===== src/rtl/image_loader_if.sv =====
// Byte-stream, RAM write port and status signals of the image loader.
// The loader connects as slave; the UART side, RAM and inference controller connect as master.
interface image_loader_if #(
  parameter int ADDR_W = 10
);
  logic              rx_valid;
  logic [7:0]        rx_data;
  logic              clear;
  logic [ADDR_W-1:0] ram_wr_addr;
  logic [7:0]        ram_wr_data;
  logic              ram_wr_en;
  logic              image_ready;
  logic              busy;
  logic              load_err;

  modport slave (
    input  rx_valid, rx_data, clear,
    output ram_wr_addr, ram_wr_data, ram_wr_en, image_ready, busy, load_err
  );

  modport master (
    output rx_valid, rx_data, clear,
    input  ram_wr_addr, ram_wr_data, ram_wr_en, image_ready, busy, load_err
  );
endinterface


===== src/rtl/image_loader.sv =====
// Frames a UART byte stream (HDR0 HDR1 + NUM_PIXELS pixels) into the image RAM.
// Define IMAGE_LOADER_CHECKSUM_EN to require a trailing mod-256 pixel sum byte.
module image_loader #(
  parameter int          NUM_PIXELS     = 784,
  parameter int          ADDR_W         = 10,
  parameter logic [7:0]  HDR0           = 8'hAA,
  parameter logic [7:0]  HDR1           = 8'h55,
  parameter int          TIMEOUT_CYCLES = 1000000
) (
  input  logic          clk,
  input  logic          rst,
  image_loader_if.slave bus
);

  localparam int GAP_W = $clog2(TIMEOUT_CYCLES + 1);

`ifdef IMAGE_LOADER_CHECKSUM_EN
  typedef enum logic [2:0] {IDLE, HDR1_WAIT, LOAD, CHK, DONE} state_t;
`else
  typedef enum logic [2:0] {IDLE, HDR1_WAIT, LOAD, DONE} state_t;
`endif

  state_t            state_q, state_d;
  logic [ADDR_W-1:0] cnt_q, cnt_d;
  logic [GAP_W-1:0]  gap_q, gap_d;
  logic              wr_en_q, wr_en_d;
  logic [ADDR_W-1:0] addr_q, addr_d;
  logic [7:0]        data_q, data_d;
  logic              err_q, err_d;
  logic              busy_w;
`ifdef IMAGE_LOADER_CHECKSUM_EN
  logic [7:0]        sum_q, sum_d;
  assign busy_w = (state_q == HDR1_WAIT) || (state_q == LOAD) || (state_q == CHK);
`else
  assign busy_w = (state_q == HDR1_WAIT) || (state_q == LOAD);
`endif

  always_ff @(posedge clk or posedge rst) begin
    if (rst) begin
      state_q <= IDLE;
      cnt_q   <= '0;
      gap_q   <= '0;
      wr_en_q <= 1'b0;
      addr_q  <= '0;
      data_q  <= '0;
      err_q   <= 1'b0;
`ifdef IMAGE_LOADER_CHECKSUM_EN
      sum_q   <= '0;
`endif
    end else begin
      state_q <= state_d;
      cnt_q   <= cnt_d;
      gap_q   <= gap_d;
      wr_en_q <= wr_en_d;
      addr_q  <= addr_d;
      data_q  <= data_d;
      err_q   <= err_d;
`ifdef IMAGE_LOADER_CHECKSUM_EN
      sum_q   <= sum_d;
`endif
    end
  end

  always_comb begin
    state_d = state_q;
    cnt_d   = cnt_q;
    gap_d   = '0;
    wr_en_d = 1'b0;
    addr_d  = addr_q;
    data_d  = data_q;
    err_d   = 1'b0;
`ifdef IMAGE_LOADER_CHECKSUM_EN
    sum_d   = sum_q;
`endif
    if (busy_w)
      gap_d = bus.rx_valid ? '0 : gap_q + GAP_W'(1);

    case (state_q)
      IDLE: begin
        if (bus.rx_valid && bus.rx_data == HDR0)
          state_d = HDR1_WAIT;
      end
      HDR1_WAIT: begin
        if (bus.rx_valid) begin
          if (bus.rx_data == HDR1) begin
            state_d = LOAD;
            cnt_d   = '0;
`ifdef IMAGE_LOADER_CHECKSUM_EN
            sum_d   = '0;
`endif
          end else if (bus.rx_data != HDR0) begin
            state_d = IDLE;
          end
        end
      end
      LOAD: begin
        if (bus.rx_valid) begin
          wr_en_d = 1'b1;
          addr_d  = cnt_q;
          data_d  = bus.rx_data;
          cnt_d   = cnt_q + ADDR_W'(1);
`ifdef IMAGE_LOADER_CHECKSUM_EN
          sum_d   = sum_q + bus.rx_data;
`endif
          if (cnt_q == ADDR_W'(NUM_PIXELS - 1)) begin
            cnt_d = '0;
`ifdef IMAGE_LOADER_CHECKSUM_EN
            state_d = CHK;
`else
            state_d = DONE;
`endif
          end
        end
      end
`ifdef IMAGE_LOADER_CHECKSUM_EN
      CHK: begin
        if (bus.rx_valid) begin
          if (bus.rx_data == sum_q) begin
            state_d = DONE;
          end else begin
            state_d = IDLE;
            err_d   = 1'b1;
          end
        end
      end
`endif
      DONE: begin
        // clear wins over a simultaneous byte; that byte is simply dropped
        if (bus.clear)
          state_d = IDLE;
      end
      default: state_d = IDLE;
    endcase

    // timeout overrides whatever the byte in this cycle would have done
    if (busy_w && gap_q == GAP_W'(TIMEOUT_CYCLES)) begin
      state_d = IDLE;
      err_d   = 1'b1;
      wr_en_d = 1'b0;
      gap_d   = '0;
    end
  end

  assign bus.ram_wr_en   = wr_en_q;
  assign bus.ram_wr_addr = addr_q;
  assign bus.ram_wr_data = data_q;
  assign bus.load_err    = err_q;
  assign bus.busy        = busy_w;
  assign bus.image_ready = (state_q == DONE);

endmodule


===== src/flat_wrapper.sv =====
// flat-port wrapper written by rule: the top's interface ports become plain ports
module image_loader_flat 
#(
  parameter int          NUM_PIXELS     = 784,
  parameter int          ADDR_W         = 10,
  parameter logic [7:0]  HDR0           = 8'hAA,
  parameter logic [7:0]  HDR1           = 8'h55,
  parameter int          TIMEOUT_CYCLES = 1000000
)
  (clk, rst, bus_rx_valid, bus_rx_data, bus_clear, bus_ram_wr_addr, bus_ram_wr_data, bus_ram_wr_en, bus_image_ready, bus_busy, bus_load_err);
  image_loader_if #(.ADDR_W(ADDR_W)) bus_i ();
  input  logic clk;
  input  logic rst;
  input wire logic [$bits(bus_i.rx_valid)-1:0] bus_rx_valid;
  input wire logic [$bits(bus_i.rx_data)-1:0] bus_rx_data;
  input wire logic [$bits(bus_i.clear)-1:0] bus_clear;
  output wire logic [$bits(bus_i.ram_wr_addr)-1:0] bus_ram_wr_addr;
  output wire logic [$bits(bus_i.ram_wr_data)-1:0] bus_ram_wr_data;
  output wire logic [$bits(bus_i.ram_wr_en)-1:0] bus_ram_wr_en;
  output wire logic [$bits(bus_i.image_ready)-1:0] bus_image_ready;
  output wire logic [$bits(bus_i.busy)-1:0] bus_busy;
  output wire logic [$bits(bus_i.load_err)-1:0] bus_load_err;
  assign bus_i.rx_valid = bus_rx_valid;
  assign bus_i.rx_data = bus_rx_data;
  assign bus_i.clear = bus_clear;
  assign bus_ram_wr_addr = bus_i.ram_wr_addr;
  assign bus_ram_wr_data = bus_i.ram_wr_data;
  assign bus_ram_wr_en = bus_i.ram_wr_en;
  assign bus_image_ready = bus_i.image_ready;
  assign bus_busy = bus_i.busy;
  assign bus_load_err = bus_i.load_err;
  image_loader #(.NUM_PIXELS(NUM_PIXELS), .ADDR_W(ADDR_W), .HDR0(HDR0), .HDR1(HDR1), .TIMEOUT_CYCLES(TIMEOUT_CYCLES)) u_core (.clk(clk), .rst(rst), .bus(bus_i));
endmodule

===== config.mk =====
export PLATFORM = sky130hd
export DESIGN_NAME = image_loader_flat
export DESIGN_NICKNAME = d
export VERILOG_FILES = /design/src/rtl/image_loader_if.sv /design/src/rtl/image_loader.sv /design/src/flat_wrapper.sv
export SDC_FILE = /design/constraint.sdc
export NUM_CORES = 1
export LEC_CHECK = 0
export BUFFER_PORTS_ARGS = -buffer_cell sky130_fd_sc_hd__buf_2
export CAP_MARGIN = 10
export CORE_MARGIN = 3
export CORE_UTILIZATION = 57
export CTS_CLUSTER_SIZE = 20
export DETAILED_ROUTE_END_ITERATION = 10
export PLACE_DENSITY_LB_ADDON = 0.05
export REMOVE_ABC_BUFFERS = 1
export SLEW_MARGIN = 15
export SYNTH_ARGS = -nofsm -noshare
export SYNTH_HDL_FRONTEND = slang
export SYNTH_SLANG_ARGS = --single-unit

===== constraint.sdc =====
create_clock -name clk -period 2.5 [get_ports clk]
set_input_delay 0.5 -clock clk [delete_from_list [all_inputs] [get_ports clk]]
set_output_delay 0.5 -clock clk [all_outputs]
set_load 0.01 [all_outputs]

# Yosys cells after proc, flatten, opt, wreduce, memory -nomap -nowiden
# Index checks and enable logic that the tools add are counted.
# op_classes
muxes	21
addsub	2
eq_ne	17
reduce_logical	8
# ops
op	count
two-way mux 20 bit	3
two-way mux 10 bit	4
two-way mux 3 bit	8
adder 20 x 1 -> 20 bit, second input constant	1
== test 20 bit, second input constant	1
one-hot mux 10 bit (2 select lines)	1
one-hot mux 3 bit (4 select lines)	1
adder 10 x 1 -> 10 bit, second input constant	1
== test 10 bit, second input constant	1
!= test 3 bit, second input constant	3
== test 8 x 7 -> 1 bit, second input constant	1
== test 8 bit, second input constant	1
!= test 8 bit, second input constant	1
== test 3 x 2 -> 1 bit, second input constant	2
!= test 2 bit, second input constant	3
AND reduction 6 bit	1
two-way mux 1 bit	4
!= test 4 bit, second input constant	1
AND reduction 4 bit	1
== test 3 x 1 -> 1 bit, second input constant	1
zero test 3 bit	1
!= test 3 x 1 -> 1 bit, second input constant	1
!= test 3 x 2 -> 1 bit, second input constant	1
logical AND 1 bit	2
other kinds (3)	3
# word_totals
in_bits	12
out_inout_bits	22
reg_bits	53
word_cells	55

# Depth between registers and ports, before layout
# depth
word_depth	6
ltp_mapped	8
ltp_nobuf	6

# Least setup slack after synthesis
# Ideal clock, no wire load.
# synth_path
kind	reg2reg
start	reg u_core.cnt_q[0]
end	reg u_core.state_q[0]
path_stages_with_launch	7
required_ns	2.397
n_path_buf	0
setup_slack_ns	0.711
period_less_slack_ns	1.789
setup_ns	0.103
t_arrival_ns	1.685
cell_sequence	dfrtp_1 -> ha_1 -> nand4b_1 -> or4_4 -> a21oi_4 -> nand2_2 -> o41ai_2
# synth_between
elab_chain_len	3
# synth_rtl
element	line	rtl
from (decl)	image_loader.sv:24	logic [ADDR_W-1:0] cnt_q, cnt_d;
from (signal assigned)	image_loader.sv:52	cnt_q <= cnt_d;
== test 10 bit	image_loader.sv:105	if (cnt_q == ADDR_W'(NUM_PIXELS - 1)) begin
!= test 3 bit (no source line)	--	
AND reduction 6 bit (no source line)	--	
to (signal assigned)	image_loader.sv:51	state_q <= state_d;
to (decl)	image_loader.sv:23	state_t state_q, state_d;
# No other way between the ends.
# A chain may end at the register's enable or synchronous reset.

# Worst setup path in the final report
# layout_path
start	reg u_core.cnt_q[0]
end	reg u_core.cnt_q[0]
# layout_between
elab_chain_len	4
elab_cells_between_ends	5
classes_between	add/sub (1); eq/ne (1); mux (3)
# layout_rtl
element	line	rtl
adder 10 x 1 -> 10 bit or == test 10 bit (tied branches)	image_loader.sv:101, image_loader.sv:105	
two-way mux 10 bit *	image_loader.sv:105	
two-way mux 10 bit *	image_loader.sv:97	if (bus.rx_valid) begin
one-hot mux 10 bit (2 select lines) *	image_loader.sv:78	case (state_q)
# Every way passes the cells marked *; elsewhere a longest branch is shown, timed or not. The select of a mux whose other input is x is not followed.

==> results.md <==
- Run status: finished clean
- Synthesized flop and latch total: 52
- LEAKAGE: 1.344 nW
- PortBufs: 33
- EDFF count, synth: 0
- Global-route wire length before repair: 7935 µm
- Layout Skew: 0.007349 ns
- Num ports: 34
- Top cell type's share of synthesized area: 51.26%
- Final WL: 4680 µm
- Overflow after GRT: 0
- Num CTS Buffers: 5
- Die Height: 72.74 µm
- Post-synthesis cell area: 2539 µm²
- Max_cap viols: 0
- Vias per cell: 5.644
- Setup Viol. Count Final: 0
- Post-cts resize count: 0
- Period utilization: 82.17%
- Largest net degree at the start of global routing: 53
- Synth area leader: dfrtp_1
- Commonest cells after routing, fill and taps aside: 52 x dfrtp_1, 33 x buf_2, 26 x nor2_1
- Clock-pin slew on the worst setup and hold paths: 0.09 ns
- Worst-margin pin slew: 0.6275 ns
- Top cells by area, synth: dfrtp_1 51%, mux2_2 7.5%, xor2_1 4.8%
- DIE WIDTH: 72.74 µm
- Yosys cell types: 49
- Clock insertion delay at the later pin of the skew report: 0.30 ns
- Mapped Cells: 234
- CP Data Required Time: 2.67 ns
- CORE AREA: 4144 µm²
- CP Capture Type: flop
- RSZ-0062 raised after global routing: no
- Worst r2r path cells: 5
- Postcts setup bufs: 0
- # diodes: 0
- CTS tree: yes
- VDD IR max: 0.4380 mV
- R2r startpoint: u_core.cnt_q[0]$_DFFE_PP0P_
- DP HPWL: 3277 µm
- P&R area growth vs syn: 14.59%
- Root buffer cell: clkbuf_8
- Critical Path AT: 2.22 ns
- CTS Sinks: 52
- Initial DRC count: 92
- DR vias: 1823
- Slowest-stage cell, CP: o31ai_2
- Hold Vio Cnt, Final: 0
- FFs w/ async S/R, synth: 100.0%
- Worst Path Max Fanout: 9
- Clock Path Buffers: 2
- Slew Viols, Final: 0
- Setup_tns: 0 ns
- Fraction of layout cells with a size suffix above 1: 27.84%
- Ys Warns: 0
- Hold/Removal Path Class: primary input to asynchronous set/reset pin
- Fin area: 2909 µm²
- Pre-antenna DRT Iters: 4
- H-tree depth: 2
- Max Freq: 486.8 MHz
- Pwr per Cell Area: 901.7 nW/µm²
- Vias in the first global route: 1742
- Antenna violations before repair: 0
- Drt drc: 0
- Ys flop type: dfrtp_1
- Crit Path Category: flop to flop
- Min cycle time layout: 2.054 ns
- GPL Wtd Cong: 0.8165
- Synthesized area per cell: 10.85 µm²
- Most common cell after layout, fill and taps aside: dfrtp_1
- Routed Antenna Nets: 0
- Row count: 23
- Initial core utilization: 61.26%
- Relative slew margins: 58.17%
- Worst r2r dst: u_core.cnt_q[0]$_DFFE_PP0P_
- Register area share after synthesis: 51.26%
- Routed length per instance: 14.49 µm
- Placed instance area: 2783 µm²
- Die Footprint: 5290 µm²
- Tot GR Track Use: 18.99%
- Layout Nets: 291
- R2R setup slack: 0.45 ns
- CP max stage delay: 0.53 ns
- Hold-fix buffers at CTS: 0
- Critical path startpoint category: flop
- CP Cell Sequence: ha_1 > nand4b_1 > o31ai_2 > or2_0 > o21ai_0
routing by layer:
metal,global-route usage [%],up-vias,share of wire [%]
li1,-,906,-
met1,24.59,875,46
met2,31.56,37,48
met3,4.959,5,4.4
met4,5.328,0,1.1
met5,0,-,0
worst max-delay path by stage:
stage	start	endpoint	slack, ns	cells past startpoint
2_1_floorplan	u_core.state_q[0]$_DFFE_PP0P_	u_core.gap_q[10]$_DFF_PP0_	0.08	5
3_3_place_gp	bus_rx_data[4]	u_core.state_q[0]$_DFFE_PP0P_	0.50	6
3_5_place_dp	bus_rx_data[4]	u_core.state_q[0]$_DFFE_PP0P_	0.45	6
4_1_cts	u_core.cnt_q[0]$_DFFE_PP0P_	u_core.cnt_q[0]$_DFFE_PP0P_	0.47	5
5_1_grt	u_core.cnt_q[0]$_DFFE_PP0P_	u_core.cnt_q[0]$_DFFE_PP0P_	0.26	5
6_report	u_core.cnt_q[0]$_DFFE_PP0P_	u_core.cnt_q[0]$_DFFE_PP0P_	0.45	5
synth_stat cells (all sizes together) (2+ instances only):
master / n
nor2b: 3
nor4: 3
a21oi: 2
o41ai: 2
clkbuf: 6
nor2: 26
nand4: 5
dfrtp: 52
xnor2: 4
ha: 7
and3: 6
nor3: 2
and4: 3
inv: 9
or2: 2
nand2: 19
xor2: 14
nand3: 13
or4: 2
nand4b: 2
nor4bb: 2
o21ai: 9
nand3b: 2
mux2: 17
o31ai: 6
or3: 2
cell type report:
| cell class | count | area (µm²) |
|---|---|---|
| Tap cell | 50 | 62.56 |
| Timing Repair Buffer | 38 | 202.7 |
| Clock buffer | 7 | 96.34 |
| Sequential cell | 52 | 1301 |
| Multi-Input combinational cell | 166 | 1182 |
| Fill cell | 313 | 1235 |
| Clock inverter | 1 | 30.03 |
| Inverter | 9 | 33.78 |
where the power goes:
part	switching (mW)	internal, mW	total [mW]
logic	0.374	0.354	0.728
clock network	0.264	0.353	0.617
registers	0.202	1.08	1.28
kinds of logic after synthesis:
logic type	after synthesis	synth area share, %
flip-flops	52	51.26
AND/OR/NAND/NOR	96	20.55
AO/OA/AOI/OAI	28	8.527
XOR/XNOR	18	6.210
multiplexers	17	7.541
adder cells (fa/ha/maj)	7	3.450
buffers and inverters	16	2.464
flip-flops by register name, indices dropped and copies added (netlist names):
signal	count
u_core.state_q	2
u_core.bus.ram_wr_en	1
u_core.gap_q	20
u_core.bus.load_err	1
u_core.bus.ram_wr_addr	10
u_core.cnt_q	10
u_core.bus.ram_wr_data	8
worst max-delay path, delay by kind of cell, from the launching register on:
family	cells	cell delay [ns]
adder cells (fa/ha/maj)	1	0.22
flip-flops	1	0.41
AND/OR/NAND/NOR	2	0.62
AO/OA/AOI/OAI	2	0.67
per-stage QoR:
stage          hold slack [ns]  total power, mW  worst slack, ns  utilization (%)  instances
2_1_floorplan           0.4660            1.725          0.08307                -        227
3_3_place_gp            0.4732            2.014           0.5012            67.15        315
3_5_place_dp            0.4887            2.034           0.4459            67.15        315
4_1_cts                 0.3758            2.662           0.4651            70.20        323
5_1_grt                 0.4195            2.796           0.2604            70.20        323
6_report                0.3586            2.623           0.4457            70.20        323
Power figures use the tool's default switching activity.
